[config.mk]
export PLATFORM = sky130hd
export DESIGN_NAME = i2c_target_regfile
export DESIGN_NICKNAME = d
export VERILOG_FILES = /design/src/rtl/i2c_target_regfile.sv
export SDC_FILE = /design/constraint.sdc
export NUM_CORES = 1
export LEC_CHECK = 0
export CAP_MARGIN = 25
export CORE_MARGIN = 4
export CORE_UTILIZATION = 55
export DETAILED_ROUTE_END_ITERATION = 8
export PLACE_DENSITY = 0.85
export RECOVER_POWER = 100
export SLEW_MARGIN = 20
export SYNTH_ARGS = -nofsm -noshare
export SYNTH_HDL_FRONTEND = slang
export SYNTH_SLANG_ARGS = --single-unit
export TNS_END_PERCENT = 1
[constraint.sdc]
create_clock -name clk -period 12 [get_ports clk]
set_input_delay 3.6 -clock clk [delete_from_list [all_inputs] [get_ports clk]]
set_output_delay 3.6 -clock clk [all_outputs]
set_load 0.005 [all_outputs]
[src/rtl/i2c_target_regfile.sv]
// I2C target with a byte register file that serves pointer writes, data writes and multi-byte reads.
// Define I2C_TGT_AUTOINC_EN to auto-increment the register pointer after each data byte.
module i2c_target_regfile #(
    parameter logic [6:0] DEV_ADDR = 7'h29,
    parameter int         NUM_REGS = 32,
    parameter int         ADDR_W   = 5
) (
    input  logic              clk,
    input  logic              rst,
    input  logic              scl_in,
    input  logic              sda_in,
    output logic              sda_oe,
    input  logic              host_we,
    input  logic [ADDR_W-1:0] host_addr,
    input  logic [7:0]        host_wdata,
    output logic              bus_wr_valid,
    output logic [ADDR_W-1:0] bus_wr_addr,
    output logic [7:0]        bus_wr_data,
    output logic              busy
);
    typedef enum logic [3:0] {
        IDLE, ADDR, ADDR_ACK, PTR, PTR_ACK, WDATA, WDATA_ACK, RDATA, RACK
    } state_t;

    state_t            state_r;
    logic              scl_meta_r, scl_sync_r, scl_hist_r;
    logic              sda_meta_r, sda_sync_r, sda_hist_r;
    logic [2:0]        bit_cnt_r;
    logic [7:0]        shift_r;
    logic [ADDR_W-1:0] ptr_r;
    logic              rw_r;
    // ACK states: ACK already driven; RACK: master ACK sampled
    logic              phase_r;
    logic [7:0]        regs_r [NUM_REGS];

    logic              scl_rise_s, scl_fall_s, start_s, stop_s;
    logic [7:0]        rx_byte_s, rd_byte_s;
    logic [ADDR_W-1:0] ptr_next_s;

    assign scl_rise_s = scl_sync_r & ~scl_hist_r;
    assign scl_fall_s = ~scl_sync_r & scl_hist_r;
    assign start_s    = scl_sync_r & scl_hist_r & sda_hist_r & ~sda_sync_r;
    assign stop_s     = scl_sync_r & scl_hist_r & ~sda_hist_r & sda_sync_r;
    assign rx_byte_s  = {shift_r[6:0], sda_sync_r};
    assign rd_byte_s  = regs_r[ptr_r];

`ifdef I2C_TGT_AUTOINC_EN
    assign ptr_next_s = ptr_r + ADDR_W'(1'b1);
`else
    assign ptr_next_s = ptr_r;
`endif

    // Pad synchronizers with a history stage; idle bus level is high
    always_ff @(posedge clk or posedge rst) begin
        if (rst) begin
            scl_meta_r <= 1'b1;
            scl_sync_r <= 1'b1;
            scl_hist_r <= 1'b1;
            sda_meta_r <= 1'b1;
            sda_sync_r <= 1'b1;
            sda_hist_r <= 1'b1;
        end else begin
            scl_meta_r <= scl_in;
            scl_sync_r <= scl_meta_r;
            scl_hist_r <= scl_sync_r;
            sda_meta_r <= sda_in;
            sda_sync_r <= sda_meta_r;
            sda_hist_r <= sda_sync_r;
        end
    end

    // Protocol FSM: samples on SCL rise, changes sda_oe only on SCL fall
    always_ff @(posedge clk or posedge rst) begin
        if (rst) begin
            state_r      <= IDLE;
            bit_cnt_r    <= 3'd0;
            shift_r      <= 8'h00;
            ptr_r        <= '0;
            rw_r         <= 1'b0;
            phase_r      <= 1'b0;
            sda_oe       <= 1'b0;
            busy         <= 1'b0;
            bus_wr_valid <= 1'b0;
            bus_wr_addr  <= '0;
            bus_wr_data  <= 8'h00;
        end else begin
            bus_wr_valid <= 1'b0;
            if (stop_s) begin
                state_r <= IDLE;
                sda_oe  <= 1'b0;
                busy    <= 1'b0;
            end else if (start_s) begin
                state_r   <= ADDR;
                bit_cnt_r <= 3'd7;
                sda_oe    <= 1'b0;
            end else begin
                case (state_r)
                    IDLE: begin
                        sda_oe <= 1'b0;
                    end
                    ADDR: begin
                        if (scl_rise_s) begin
                            shift_r   <= rx_byte_s;
                            bit_cnt_r <= bit_cnt_r - 3'd1;
                            if (bit_cnt_r == 3'd0) begin
                                phase_r <= 1'b0;
                                if (rx_byte_s[7:1] == DEV_ADDR) begin
                                    rw_r    <= rx_byte_s[0];
                                    busy    <= 1'b1;
                                    state_r <= ADDR_ACK;
                                end else begin
                                    busy    <= 1'b0;
                                    state_r <= IDLE;
                                end
                            end
                        end
                    end
                    ADDR_ACK: begin
                        if (scl_fall_s) begin
                            if (!phase_r) begin
                                sda_oe  <= 1'b1;
                                phase_r <= 1'b1;
                            end else if (rw_r) begin
                                // Snapshot the byte so host writes cannot disturb it mid-transfer
                                shift_r   <= {rd_byte_s[6:0], 1'b0};
                                sda_oe    <= ~rd_byte_s[7];
                                bit_cnt_r <= 3'd7;
                                state_r   <= RDATA;
                            end else begin
                                sda_oe    <= 1'b0;
                                bit_cnt_r <= 3'd7;
                                state_r   <= PTR;
                            end
                        end
                    end
                    PTR: begin
                        if (scl_rise_s) begin
                            shift_r   <= rx_byte_s;
                            bit_cnt_r <= bit_cnt_r - 3'd1;
                            if (bit_cnt_r == 3'd0) begin
                                ptr_r   <= rx_byte_s[ADDR_W-1:0];
                                phase_r <= 1'b0;
                                state_r <= PTR_ACK;
                            end
                        end
                    end
                    PTR_ACK, WDATA_ACK: begin
                        if (scl_fall_s) begin
                            if (!phase_r) begin
                                sda_oe  <= 1'b1;
                                phase_r <= 1'b1;
                            end else begin
                                sda_oe    <= 1'b0;
                                bit_cnt_r <= 3'd7;
                                state_r   <= WDATA;
                            end
                        end
                    end
                    WDATA: begin
                        if (scl_rise_s) begin
                            shift_r   <= rx_byte_s;
                            bit_cnt_r <= bit_cnt_r - 3'd1;
                            if (bit_cnt_r == 3'd0) begin
                                bus_wr_valid <= 1'b1;
                                bus_wr_addr  <= ptr_r;
                                bus_wr_data  <= rx_byte_s;
                                ptr_r        <= ptr_next_s;
                                phase_r      <= 1'b0;
                                state_r      <= WDATA_ACK;
                            end
                        end
                    end
                    RDATA: begin
                        if (scl_fall_s) begin
                            if (bit_cnt_r == 3'd0) begin
                                sda_oe  <= 1'b0;
                                phase_r <= 1'b0;
                                state_r <= RACK;
                            end else begin
                                sda_oe    <= ~shift_r[7];
                                shift_r   <= {shift_r[6:0], 1'b0};
                                bit_cnt_r <= bit_cnt_r - 3'd1;
                            end
                        end
                    end
                    RACK: begin
                        if (scl_rise_s) begin
                            ptr_r <= ptr_next_s;
                            if (sda_sync_r) begin
                                state_r <= IDLE;
                            end else begin
                                phase_r <= 1'b1;
                            end
                        end else if (scl_fall_s && phase_r) begin
                            shift_r   <= {rd_byte_s[6:0], 1'b0};
                            sda_oe    <= ~rd_byte_s[7];
                            bit_cnt_r <= 3'd7;
                            state_r   <= RDATA;
                        end
                    end
                    default: begin
                        sda_oe  <= 1'b0;
                        state_r <= IDLE;
                    end
                endcase
            end
        end
    end

    // Register file: the bus write is applied last so it wins a same-address collision
    always_ff @(posedge clk or posedge rst) begin
        if (rst) begin
            for (int i = 0; i < NUM_REGS; i++) begin
                regs_r[i] <= 8'h00;
            end
        end else begin
            if (host_we) begin
                regs_r[host_addr] <= host_wdata;
            end
            if (bus_wr_valid) begin
                regs_r[bus_wr_addr] <= bus_wr_data;
            end
        end
    end

endmodule

==> impl_metrics.json <==
{
  "drcViolationCount": 0,
  "maxSlewViolCount": 319,
  "die_h_um": 182.1,
  "overflow": 0,
  "synth.most_common_cell": "mux2i_1",
  "cts_num_sinks": 300,
  "synth_warnings": 0,
  "drt-total-wl_um": 46010,
  "seq_power_share": 0.478,
  "io_pins": 34,
  "start_util": 0.5596,
  "ant_nets": 0,
  "violations": "max-capacitance violations, max-slew violations",
  "synth_edf_count": 0,
  "synthArstFlopShare": 1.000,
  "post-place-ws_ns": 5.788,
  "io_buffers": 33,
  "nets": 1631,
  "crit_type": "in2async",
  "postCtsSetupBuffers": 0,
  "synth_area_per_cell_um2": 10.13,
  "critPathLaunchType": "primary input",
  "num_rows": 63,
  "drt_pass1_iterations": 7,
  "die_width_um": 182.1,
  "p_leak_nw": 7.606,
  "cts_tree": "built",
  "syn_inst": 1646,
  "layout_setup_ws_ns": 4.103,
  "vias": 13220,
  "dp_hpwl_um": 28870,
  "power_frac_clock": 0.384,
  "clk_latency_ns": 0.53,
  "status": "complete, but fails checks",
  "grt_pass1_wl_um": 72720,
  "placedCellCount": 1958,
  "drive_gt1_frac": 0.1149,
  "die_area_mm2": 0.03317,
  "worst_pin_slew_ns": 4.612,
  "synthTopCellsByArea": "dfrtp_1 44%, mux2i_1 18%, mux2_2 4.4%",
  "finClkSkew_ns": 0.03626,
  "clkSlewWorstSetupHoldPaths_ns": 0.06,
  "finalSetupViolCount": 0,
  "p_sw_mw": 0.7265,
  "max_slew_margin": -2.092,
  "antenna_found_initial": 1,
  "diodes": 0,
  "synth.distinct_cells": 62,
  "fmax_ghz": 0.1266,
  "routedWlPerCell_um": 22.71,
  "grt_max_degree": 108,
  "internal_power_mw": 2.013,
  "endpoint_kind": "async pin",
  "synth_top_area_frac": 0.4412,
  "numCtsBuffers": 34,
  "viasPerCell": 6.524,
  "cts_max_path_buffers": 3,
  "ctsResizeCount": 0,
  "yosys.area.top_type": "dfrtp_1",
  "ctsHoldBuffers": 0,
  "cts_root_buf": "clkbuf_16",
  "fillCellCount": 2272,
  "crit_path_max_fanout": 107,
  "grt_usage": 0.2732,
  "power_density_mw_per_mm2": 150.9,
  "p_sw_frac": 0.2652,
  "grt_pass1_vias": 13020,
  "worstPathRequired_ns": 12.53,
  "syn_nets": 1666,
  "rrSetupSlack_ns": 6.44,
  "gp_congestion": 0.9247,
  "finalSetupTns_ns": 0,
  "irDropWorstVdd_v": 0.00009304,
  "synth_flop_cell": "dfrtp_1",
  "synthTopCellsByCount": "297 x mux2i_1, 294 x dfrtp_1, 192 x nand2_1, 166 x nor2_1, 145 x a21oi_1",
  "worstPathArrival_ns": 8.43,
  "area_growth_pct": 8.914,
  "core_area_mm2": 0.02980,
  "finalHoldViolCount": 0,
  "post-route-min-period_ns": 7.897,
  "syn_area_mm2": 0.01667,
  "p_comb_frac": 0.138,
  "rsz0062_at_grt": "no",
  "final_cells": 2026,
  "cts_htree_levels": 2,
  "ys_seq_elements": 300,
  "drv_cap": 7,
  "seq_area_frac_synth": 0.4507,
  "hold_path_class": "reg2reg",
  "finalCritPeriodShare": 0.6581,
  "drtIter0Drc": 1606
}
[logic make-up (layout without fill, tap and decap cells)]
family	count (synthesis)	count (layout)	synth area share
AO/OA/AOI/OAI	361	361	0.1201
adder cells (fa/ha/maj)	2	2	0.001500
buffers and inverters	142	132	0.03827
flip-flops	300	300	0.4507
multiplexers	397	397	0.2715
AND/OR/NAND/NOR	444	444	0.1180
[per-layer routing]
metal	part of all wire	vias to the layer above	wire [um]	global-route usage
li1	-	5794	-	-
met1	0.40	6475	18310	0.3774
met2	0.46	811	21040	0.4236
met3	0.098	137	4531	0.05143
met4	0.046	0	2120	0.1222
met5	0	-	0	0
[power groups by stage]
| stage | Clock, mW | Sequential (mW) | Combinational (mW) |
|---|---|---|---|
| 2_1_floorplan | 0 | 1.28 | 0.298 |
| 3_3_place_gp | 0 | 1.31 | 0.353 |
| 3_5_place_dp | 0 | 1.32 | 0.376 |
| 4_1_cts | 1.06 | 1.30 | 0.379 |
| 5_1_grt | 1.10 | 1.33 | 0.421 |
| 6_report | 1.05 | 1.31 | 0.378 |
[sequential cells by signal, indices dropped and copies added, names as in the netlist, 3 cells and up]
name	count
bit_cnt_r	3
bus_wr_addr	5
bus_wr_data	8
ptr_next_s	5
regs_r	256
shift_r	8
state_r	4
[final cells by class]
type	instances	area [um2]	area share
Timing Repair Buffer	64	556.8	0.03066
Multi-Input combinational cell	1204	8442	0.4648
Tap cell	390	488.0	0.02687
Sequential cell	300	7520	0.4141
Inverter	7	27.53	0.001516
Clock buffer	48	1005	0.05532
Clock inverter	13	122.6	0.006752
[stage by stage]
stage	utilization	hold slack (ns)	power (mW)	cell area (um2)
5_1_grt	0.6095	0.3640	2.847	18160
4_1_cts	0.6113	0.3565	2.739	18210
6_report	0.6095	0.3611	2.740	18160
2_1_floorplan	-	0.3452	1.578	16670
3_5_place_dp	0.5734	0.3481	1.696	17090
3_3_place_gp	0.5728	0.3460	1.660	17070
[final timing paths]
| path | start | endpoint | cells past startpoint |
|---|---|---|---|
| hold reg to reg | scl_meta_r$_DFF_PP1_ | scl_sync_r$_DFF_PP1_ | 0 |
| max in group clk | bus_wr_data[3]$_DFFE_PP0P_ | bus_wr_data[3] | 2 |
| setup reg to reg | ptr_next_s[2]$_DFFE_PP0P_ | shift_r[1]$_DFFE_PP0P_ | 6 |
| setup / recovery | rst | state_r[1]$_DFFE_PP0P_ | 4 |
| min in group asynchronous | rst | regs_r[139]$_DFF_PP0_ | 2 |
| hold / removal | scl_meta_r$_DFF_PP1_ | scl_sync_r$_DFF_PP1_ | 0 |
[cells in the final DEF (no fill, tap or decap), types with 7 or more instances in the layout]
master / count
mux4_2: 22
nor3_1: 7
clkbuf_1: 10
clkinv_2: 9
mux4_1: 12
clkdlybuf4s50_1: 15
a22oi_1: 16
dfrtp_1: 292
nand3b_1: 7
buf_4: 25
o22ai_1: 16
mux2_2: 62
clkbuf_8: 8
o21ai_1: 13
a21oi_1: 145
nand3_1: 8
nand2_1: 192
clkbuf_16: 35
dlygate4sd3_1: 18
mux2i_1: 297
nor2_1: 181
o21a_1: 9
o21ai_0: 133
[critical path: stages]
cell           delay, ns
dlygate4sd3_1       0.54
clkinvlp_2          2.57
buf_4               0.87
buf_4               0.77
Power figures use the tool's default switching activity.
